### src/rtl/alu_bennett_sequencer.sv
// Launches one ALU op per request on the Bennett cycle and fires the slow clocks at the peak.
// The result returns two inst_rise events plus one clk after accept, and is held until rsp_ready.
module alu_bennett_sequencer #(
  parameter int WIDTH  = 13,
  parameter int DATA_W = 16
) (
  input  logic              clk,
  input  logic              reset,
  input  logic              instFlag,
  input  logic [WIDTH-1:0]  clkpos,
  input  logic [WIDTH-1:0]  clkneg,
  input  logic              req_valid,
  output logic              req_ready,
  input  logic [2:0]        req_op,
  input  logic [DATA_W-1:0] req_a,
  input  logic [DATA_W-1:0] req_b,
  input  logic [DATA_W-1:0] req_pc,
  input  logic [DATA_W-1:0] req_instr,
  output logic [DATA_W-1:0] a,
  output logic [DATA_W-1:0] b,
  output logic [DATA_W-1:0] PC_in,
  output logic [DATA_W-1:0] instr_in,
  output logic              ALU_Control0,
  output logic              ALU_Control1,
  output logic              A_mux,
  output logic              B_mux0,
  output logic              B_mux1,
  output logic              SUB,
  output logic              STL,
  output logic              Adder_Cin,
  output logic              mux3_0,
  output logic              mux3_1,
  output logic              ALU_O_Fclkpos,
  output logic              A_Fclkpos,
  input  logic [DATA_W-1:0] alu_out,
  input  logic              out_Zero_Detect,
  output logic              rsp_valid,
  input  logic              rsp_ready,
  output logic [DATA_W-1:0] rsp_result,
  output logic              rsp_zero,
  output logic              rsp_err,
  output logic              busy
);

  typedef enum logic [2:0] {IDLE, ARMED, RUN, CAPT, HOLD, RESP} state_t;

  typedef struct packed {
    logic c1;
    logic c0;
    logic a_mux;
    logic b_mux1;
    logic b_mux0;
    logic sub;
    logic stl;
    logic cin;
  } sel_t;

  state_t            state, next_state;
  sel_t              sel_pend, sel_q;
  logic [DATA_W-1:0] a_pend, b_pend, pc_pend, instr_pend;
  logic              instFlag_q, fclk_q;
  logic              inst_rise, peak, op_illegal;
  logic              accept, launch, fire, capture, clear, run_err;

  function automatic sel_t decode(input logic [2:0] op);
    sel_t s;
    case (op)
      3'd0:    s = sel_t'(8'b10_1_11_000);
      3'd1:    s = sel_t'(8'b10_1_11_101);
      3'd2:    s = sel_t'(8'b10_1_11_111);
      3'd3:    s = sel_t'(8'b00_1_11_000);
      3'd4:    s = sel_t'(8'b01_1_11_000);
      3'd5:    s = sel_t'(8'b10_0_01_000);
      default: s = sel_t'(8'b00_0_00_000);
    endcase
    return s;
  endfunction

  assign inst_rise  = instFlag & ~instFlag_q;
  assign peak       = (&clkpos) & ~(|clkneg);
  assign op_illegal = (req_op > 3'd5);

  always_ff @(posedge clk) begin
    if (reset) state <= IDLE;
    else       state <= next_state;
  end

  always_comb begin
    next_state = state;
    accept     = 1'b0;
    launch     = 1'b0;
    fire       = 1'b0;
    capture    = 1'b0;
    clear      = 1'b0;
    run_err    = 1'b0;
    case (state)
      IDLE: if (req_valid) begin
        accept     = 1'b1;
        next_state = op_illegal ? RESP : ARMED;
      end
      ARMED: if (inst_rise) begin
        launch     = 1'b1;
        next_state = RUN;
      end
      // A peak wins over a coincident boundary: the ALU has seen its full ramp.
      RUN: if (peak) begin
        fire       = 1'b1;
        next_state = CAPT;
      end else if (inst_rise) begin
        run_err    = 1'b1;
        clear      = 1'b1;
        next_state = RESP;
      end
      CAPT: begin
        capture    = 1'b1;
        next_state = HOLD;
      end
      HOLD: if (inst_rise) begin
        clear      = 1'b1;
        next_state = RESP;
      end
      RESP: if (rsp_ready) next_state = IDLE;
      default: next_state = IDLE;
    endcase
  end

  assign req_ready = (state == IDLE);
  assign busy      = (state != IDLE);
  assign rsp_valid = (state == RESP);

  always_ff @(posedge clk) begin
    if (reset) begin
      instFlag_q <= 1'b0;
      fclk_q     <= 1'b0;
      sel_pend   <= '0;
      sel_q      <= '0;
      a_pend     <= '0;
      b_pend     <= '0;
      pc_pend    <= '0;
      instr_pend <= '0;
      a          <= '0;
      b          <= '0;
      PC_in      <= '0;
      instr_in   <= '0;
      rsp_result <= '0;
      rsp_zero   <= 1'b0;
      rsp_err    <= 1'b0;
    end else begin
      instFlag_q <= instFlag;
      fclk_q     <= fire;
      if (accept) begin
        sel_pend   <= decode(req_op);
        a_pend     <= req_a;
        b_pend     <= req_b;
        pc_pend    <= req_pc;
        instr_pend <= req_instr;
        if (op_illegal) begin
          rsp_result <= '0;
          rsp_zero   <= 1'b0;
          rsp_err    <= 1'b1;
        end
      end
      if (launch) begin
        sel_q    <= sel_pend;
        a        <= a_pend;
        b        <= b_pend;
        PC_in    <= pc_pend;
        instr_in <= instr_pend;
      end
      if (capture) begin
        rsp_result <= alu_out;
        rsp_zero   <= out_Zero_Detect;
        rsp_err    <= 1'b0;
      end
      if (clear) begin
        sel_q    <= '0;
        a        <= '0;
        b        <= '0;
        PC_in    <= '0;
        instr_in <= '0;
      end
      if (run_err) begin
        rsp_result <= '0;
        rsp_zero   <= 1'b0;
        rsp_err    <= 1'b1;
      end
    end
  end

  assign ALU_Control1  = sel_q.c1;
  assign ALU_Control0  = sel_q.c0;
  assign A_mux         = sel_q.a_mux;
  assign B_mux1        = sel_q.b_mux1;
  assign B_mux0        = sel_q.b_mux0;
  assign SUB           = sel_q.sub;
  assign STL           = sel_q.stl;
  assign Adder_Cin     = sel_q.cin;
  assign mux3_1        = 1'b0;
  assign mux3_0        = 1'b0;
  assign ALU_O_Fclkpos = fclk_q;
  assign A_Fclkpos     = fclk_q;

endmodule

### config.mk
export PLATFORM = sky130hd
export DESIGN_NAME = alu_bennett_sequencer
export DESIGN_NICKNAME = d
export VERILOG_FILES = /design/src/rtl/alu_bennett_sequencer.sv
export SDC_FILE = /design/constraint.sdc
export NUM_CORES = 1
export LEC_CHECK = 0
export CAP_MARGIN = 20
export CORE_MARGIN = 3
export CORE_UTILIZATION = 51
export CTS_BUF_LIST = sky130_fd_sc_hd__clkbuf_4 sky130_fd_sc_hd__clkbuf_8
export CTS_CLUSTER_DIAMETER = 60
export CTS_CLUSTER_SIZE = 14
export DETAILED_ROUTE_END_ITERATION = 10
export PLACE_DENSITY = 0.88
export SYNTH_ARGS = -nofsm -noshare
export SYNTH_HDL_FRONTEND = slang
export SYNTH_SLANG_ARGS = --single-unit
### constraint.sdc
create_clock -name clk -period 2.95 [get_ports clk]
set_clock_uncertainty 0.1 [all_clocks]
set_input_delay 0.59 -clock clk [delete_from_list [all_inputs] [get_ports clk]]
set_output_delay 0.59 -clock clk [all_outputs]
set_load 0.03 [all_outputs]
==> impl_metrics.yaml, run 1 <==
detailed_routing:
  dr.first_iter.drc_count: 428
  met1Wirelength_um: 6880
  topRoutingLayerUsed: "met4"
  postRouteWirelength_um: 16800
  drt_pass1_iterations: 5
  route.met2.wl_um: 8770
  post_dr_vias_cell: 5.32
  dr_total_vias: 5529
  dr_wl_met3_um: 839
  routedWlPerCell_um: 16.2
  remaining_drc_errors: 0
  antenna_left: 0
floorplanning:
  die_w_um: 118
  rows: 40
  boundaryPins: 212
  die_area_mm2: 0.0138
  initial_core_util_pct: 52.4
  die_height_um: 118
  core_area_mm2: 0.0121
place:
  place_congestion: 0.791
  buffer_ports.inserted: 209
  place_hpwl_um: 11500
layout:
  fin_nets: 974
  most-common-layout-cells: "sky130_fd_sc_hd__clkdlybuf4s50_1 (208), sky130_fd_sc_hd__dfxtp_1 (163), sky130_fd_sc_hd__nand2_1 (155)"
  post_route_core_utilization_pct: 73.7
  layout_commonest_cell: "sky130_fd_sc_hd__clkdlybuf4s50_1"
  post_route_cells_drive_above_1_share_pct: 6.08
  layout-area-overhead-vs-synth_pct: 40.6
  num_antenna_cells: 0
timing:
  slew_viol_final: 0
  maxSlewHeadroom_pct: 50.1
  timing.setup.tns_ns: 0
  rsz0062_at_grt: "no"
  finalCriticalPeriod_ns: 2.78
  max_freq_ghz: 0.360
  hold_violations: 0
  final_min_period_over_clock_period_pct: 94.1
  max_slew.worst_pin.slew_ns: 0.748
  finalSetupViolCount: 0
cts:
  clkLatencyLatePin_ns: 0.44
  clk_pin_slew_ns: 0.08
  clock_tree.htree_level_count: 4
  post-cts-setup-buffers: 0
  tritoncts_clock_tree: "yes"
  clock-sinks: 163
  cts_max_path_buffers: 2
  clk_root_buffer_cell: "sky130_fd_sc_hd__clkbuf_8"
  hold_buffers: 0
  cts_inserted_buffers: 17
  post_cts_resized: 0
setup_path:
  worstPathMaxFanout: 16
  slowest_delay_ns: 0.71
  ff2ff_path_depth: 5
  rr_startpoint: "state[2]$_SDFFE_PP0P_"
  crit_chain: "nor3_1 -> inv_1 -> clkdlybuf4s50_1"
  arrival_time_at_the_worst_endpoint_ns: 2.09
  critical-path-slowest-cell: "sky130_fd_sc_hd__clkdlybuf4s50_1"
  crit_path_start_kind: "flip-flop"
  setup.worst_path.class: "flip-flop to output pin"
  timing.reg2reg.setup_slack_ns: 0.80
  critical_path.endpoint_type: "output pin"
  r2r_end: "b[2]$_SDFFE_PP0P_"
  cp.required_ns: 2.26
synth:
  post_synthesis_mean_instance_area_um2: 9.32
  ys.warnings.count: 0
  yosysTopAreaCell: "sky130_fd_sc_hd__dfxtp_1"
  synth.yosys.seq_area_share_pct: 51.4
  syn-instance-count: 681
  netlist_area_mm2: 0.00635
  synthesized_flop_and_latch_total: 163
  synth_top_cells_by_area: "sky130_fd_sc_hd__dfxtp_1 (51%), sky130_fd_sc_hd__mux2i_1 (11%), sky130_fd_sc_hd__nand2_1 (9.2%)"
  netlist_cell_types: 38
  synth_top_area_share_pct: 51.4
run_status:
  run_status: "complete, no violations"
global_route:
  grt_pass1_vias: 5546
  global_route.overflow_total: 0
  grt_start_max_net_pins: 67
  grt_first_pass_wirelength_um: 27200
  grt_usage_pct: 23.8
  initial_antenna_violation_count: 0
worst_hold_path:
  min_path_cells: 2
  min_delay_src: "b_pend[4]$_SDFFE_PP0P_"
  hold_end: "b_pend[4]$_SDFFE_PP0P_"
  hp-class: "flip-flop to flip-flop"
pwr:
  max_rail_drop_vdd_uv: 263
  leakagePower_nw: 3.49
  power_per_cell_area_mw_per_mm2: 528
job:
  max_cap_violations: 0
metal layers:
metal / track usage (%) / vias up
met2: 42.3 / 192
met5: 0 / -
met3: 5.09 / 32
met4: 9.16 / 0
met1: 28.1 / 2616
li1: - / 2689
critical path: cells and delay by family (launching register included):
kind / cells / cell delay (ns)
flip-flops: 1 / 0.66
AND/OR/NAND/NOR: 1 / 0.16
buffers and inverters: 2 / 0.83
power by group:
part	internal (mW)	switching, mW
clock network	0.840	0.831
logic	0.329	0.351
registers	2.30	0.0642
stage by stage:
step | total power [mW] | hold slack [ns] | worst slack [ns] | cell area, um2 | std cells
after global routing | 4.89 | 0.371 | 0.0488 | 8920 | 1040
after global placement | 3.07 | 0.338 | 0.457 | 8510 | 1008
after detailed placement | 3.10 | 0.346 | 0.402 | 8510 | 1008
final | 4.71 | 0.356 | 0.175 | 8920 | 1040
after CTS | 4.75 | 0.357 | 0.168 | 8920 | 1040
after floorplan | 2.79 | 0.331 | 0.634 | 6350 | 682
how the worst max path moves through the flow:
stage                               start                    to  slack, ns  cells after the start
CTS                 state[0]$_SDFFE_PP0P_                  busy       0.17                      3
detailed placement             clkpos[11]  rsp_err$_SDFFE_PP0P_       0.40                      6
floorplan           state[1]$_SDFFE_PP0P_                  busy       0.63                      3
finish              state[0]$_SDFFE_PP0P_                  busy       0.17                      3
global route        state[0]$_SDFFE_PP0P_                  busy       0.05                      3
global placement               clkpos[11]  rsp_err$_SDFFE_PP0P_       0.46                      6
area by class of cell:
| cell class | instances | area, um2 |
|---|---|---|
| Clock buffer | 21 | 277 |
| Sequential cell | 163 | 3260 |
| Fill cell | 889 | 3190 |
| Clock inverter | 11 | 143 |
| Timing Repair Buffer | 220 | 2210 |
| Tap cell | 168 | 210 |
| Inverter | 4 | 15.0 |
| Multi-Input combinational cell | 453 | 2810 |
registers in the layout, indices dropped and copies added (netlist names), 3 cells and up:
name,count
PC_in,16
a,16
a_pend,16
b,16
b_pend,16
instr_in,16
instr_pend,16
pc_pend,16
rsp_result,16
sel_pend,6
state,3
kinds of logic after synthesis:
| kind of cell | count (synthesis) | share of synthesized area, % |
|---|---|---|
| other | 1 | 0.0591 |
| XOR/XNOR | 1 | 0.138 |
| AO/OA/AOI/OAI | 99 | 8.99 |
| AND/OR/NAND/NOR | 279 | 23.1 |
| buffers and inverters | 66 | 4.93 |
| multiplexers | 72 | 11.4 |
| flip-flops | 163 | 51.4 |
cells in the mapped netlist:
library cell	number
sky130_fd_sc_hd__nand2_1	155
sky130_fd_sc_hd__nor4_1	1
sky130_fd_sc_hd__nand4_1	3
sky130_fd_sc_hd__clkbuf_1	37
sky130_fd_sc_hd__nor3b_1	71
sky130_fd_sc_hd__a31oi_2	1
sky130_fd_sc_hd__inv_1	4
sky130_fd_sc_hd__a211o_1	1
sky130_fd_sc_hd__xnor2_1	1
sky130_fd_sc_hd__buf_4	6
sky130_fd_sc_hd__o22ai_1	2
sky130_fd_sc_hd__mux2i_1	72
sky130_fd_sc_hd__nor4b_2	2
sky130_fd_sc_hd__a311o_1	1
sky130_fd_sc_hd__a211oi_1	18
sky130_fd_sc_hd__nand3b_1	1
sky130_fd_sc_hd__buf_6	3
sky130_fd_sc_hd__dfxtp_1	163
sky130_fd_sc_hd__nor2b_1	2
sky130_fd_sc_hd__nand4b_4	1
sky130_fd_sc_hd__nand4b_1	1
sky130_fd_sc_hd__nor3_1	3
sky130_fd_sc_hd__nor2_2	1
sky130_fd_sc_hd__or4b_4	1
sky130_fd_sc_hd__a22oi_1	1
sky130_fd_sc_hd__nand2b_1	2
sky130_fd_sc_hd__nand3_1	21
sky130_fd_sc_hd__o21ai_0	1
sky130_fd_sc_hd__buf_2	16
sky130_fd_sc_hd__conb_1	1
sky130_fd_sc_hd__nor4_4	1
sky130_fd_sc_hd__a31oi_1	4
sky130_fd_sc_hd__and4b_1	1
sky130_fd_sc_hd__o31a_1	1
sky130_fd_sc_hd__nor4_2	1
sky130_fd_sc_hd__and3_1	3
sky130_fd_sc_hd__nor2_1	8
sky130_fd_sc_hd__a21oi_1	69
No activity file was read; power rests on OpenSTA's default activity.
==> run 2: changes to the inputs <==
CTS_CLUSTER_DIAMETER = default   (was 60)
PLACE_DENSITY = 0.93   (was 0.88)
==> run 2 against run 1 <==
  * Non-clock buffer count rose by 1
  * Maximum frequency rose by 0.88%
  * Routed wire length shrank 3.1%
  * Via count is 0.49% lower
  * Core utilization decreased by 0.23 points
  * Critical endpoint unchanged
  * Clock-buffer cell count increased by 4
==> impl_metrics.yaml, run 2 (synthesized netlist as in run 1, its figures left out) <==
layout:
  sequential_cell_area_mm2: 0.00326
  post_route_core_utilization_pct: 73.5
  num_antenna_cells: 0
  layout-area-overhead-vs-synth_pct: 40.2
  post_route_cells_drive_above_1_share_pct: 6.19
  fin_cells: 1041
  most-common-layout-cells: "sky130_fd_sc_hd__clkdlybuf4s50_1 (208), sky130_fd_sc_hd__dfxtp_1 (163), sky130_fd_sc_hd__nand2_1 (155)"
  layout_commonest_cell: "sky130_fd_sc_hd__clkdlybuf4s50_1"
  fin_nets: 975
  multi_input_comb_area_mm2: 0.00281
  post-route-cell-area_mm2: 0.00890
  n_fill_cell: 886
place:
  buffer_ports.inserted: 209
  place_congestion: 0.843
  place_inst: 1009
  place_hpwl_um: 10900
  dpl-instance-area_mm2: 0.00851
  placement.setup.worst_slack_ns: 0.365
setup_path:
  worstPathMaxFanout: 16
  ff2ff_path_depth: 5
  r2r_end: "a[7]$_SDFFE_PP0P_"
  critPathTopFamily: "buffers and inverters"
  rr_startpoint: "state[2]$_SDFFE_PP0P_"
  cp.required_ns: 2.26
  critical_path.endpoint_type: "output pin"
  slowest_delay_ns: 0.69
  arrival_time_at_the_worst_endpoint_ns: 2.06
  critical_path.n_buffers_inverters: 2
  setup.worst_path.class: "flip-flop to output pin"
  critical-path-slowest-cell: "sky130_fd_sc_hd__clkdlybuf4s50_1"
  critical_path_depth_in_cells: 3
  crit_path_start_kind: "flip-flop"
  timing.reg2reg.setup_slack_ns: 0.92
  crit_chain: "nor3_1 -> inv_1 -> clkdlybuf4s50_1"
timing:
  max_slew.worst_pin.slew_ns: 0.671
  holdWs_ns: 0.356
  maxSlewHeadroom_pct: 55.2
  layout_setup_ws_ns: 0.199
  rsz0062_at_grt: "no"
  finalSetupViolCount: 0
  timing.setup.tns_ns: 0
  hold_violations: 0
  final_min_period_over_clock_period_pct: 93.3
  max_freq_ghz: 0.364
  slew_viol_final: 0
  finalCriticalPeriod_ns: 2.75
global_route:
  grt_first_pass_wirelength_um: 26100
  met2_usage_pct: 38.8
  gr-max-usage-layer: "met2"
  global_route.overflow_total: 0
  grt_start_max_net_pins: 71
  grt_util_met1_pct: 27.6
  initial_antenna_violation_count: 0
  grt_pass1_vias: 5358
  groute.layer.met3.usage_pct: 6.20
  grt_usage_pct: 23.1
floorplanning:
  boundaryPins: 212
  die_w_um: 118
  die_area_mm2: 0.0138
  core_area_mm2: 0.0121
  die_height_um: 118
  rows: 40
  initial_core_util_pct: 52.4
detailed_routing:
  dr_total_vias: 5502
  routedWlPerCell_um: 15.6
  postRouteWirelength_um: 16300
  post_dr_vias_cell: 5.29
  dr.first_iter.drc_count: 352
  drt_pass1_iterations: 5
  antenna_left: 0
  remaining_drc_errors: 0
pwr:
  seqPwrFrac_pct: 52.0
  power_frac_comb_pct: 14.9
  clock_power_share_pct: 33.1
  power_per_cell_area_mw_per_mm2: 511
  fin_total_pwr_mw: 4.55
  cell_internal_pwr_mw: 3.38
  leakagePower_nw: 3.48
  power.share.switching_pct: 25.7
  switchingPower_mw: 1.17
  max_rail_drop_vdd_uv: 380
cts:
  clk_pin_slew_ns: 0.08
  cts_inserted_buffers: 17
  hold_buffers: 0
  cts_max_path_buffers: 2
  clock_tree.htree_level_count: 4
  post-cts-setup-buffers: 0
  post_cts_resized: 0
  clkLatencyLatePin_ns: 0.44
  tritoncts_clock_tree: "yes"
  clock-sinks: 163
  clk_root_buffer_cell: "sky130_fd_sc_hd__clkbuf_8"
run_status:
  run_status: "complete, no violations"
worst_hold_path:
  hp-class: "flip-flop to flip-flop"
  min_path_cells: 2
  hold_end: "b_pend[5]$_SDFFE_PP0P_"
  min_delay_src: "b_pend[5]$_SDFFE_PP0P_"
job:
  max_cap_violations: 0
[run 2: cell types whose count changed in the layout (fill, tap and decap cells not counted), sizes merged]
cell      before  now
clkbuf        21   25
buf           12   13
clkinv         3    4
inv            9    4
clkinvlp       1    3
bufinv         2    0
[run 2: worst register-to-register path, cell delays in order (launching register included)]
cell and delay (ns):
sky130_fd_sc_hd__dfxtp_1 0.61, sky130_fd_sc_hd__inv_1 0.22, sky130_fd_sc_hd__nand4_1 0.20, sky130_fd_sc_hd__buf_12 0.40
sky130_fd_sc_hd__mux2i_1 0.18, sky130_fd_sc_hd__nor3b_1 0.24
[run 2: cell type report]
cell class / count / share of cell area, %
inverters: 4 / 0.169
clock inverters: 7 / 0.520
repair buffers: 221 / 24.9
well taps: 168 / 2.36
flip-flops and latches: 163 / 36.7
multi-input cells: 453 / 31.6
clock buffers: 25 / 3.80
[run 2: worst max path at each step]
stage	from	to	slack, ns
after detailed placement	instFlag	instr_in[12]$_SDFFE_PP0P_	0.36
after floorplan	state[1]$_SDFFE_PP0P_	busy	0.63
after global placement	req_valid	instr_pend[6]$_SDFFE_PP0P_	0.44
final	state[0]$_SDFFE_PP0P_	busy	0.20
after CTS	state[0]$_SDFFE_PP0P_	busy	0.17
after global routing	state[0]$_SDFFE_PP0P_	busy	0.09
[run 2: per-layer routing]
metal | wire (um) | share of wire [%] | up-vias
li1 | - | - | 2678
met1 | 6740 | 41 | 2625
met2 | 8210 | 50 | 167
met3 | 877 | 5.4 | 32
met4 | 462 | 2.8 | 0
met5 | 0 | 0 | -
[run 2: power by group through the flow]
| stage | clock [mW] | sequential [mW] | combinational, mW |
|---|---|---|---|
| 6_report | 1.51 | 2.36 | 0.677 |
| 5_1_grt | 1.64 | 2.38 | 0.730 |
| 4_1_cts | 1.55 | 2.36 | 0.682 |
| 3_5_place_dp | 0 | 2.41 | 0.678 |
| 3_3_place_gp | 0 | 2.41 | 0.664 |
| 2_1_floorplan | 0 | 2.42 | 0.368 |
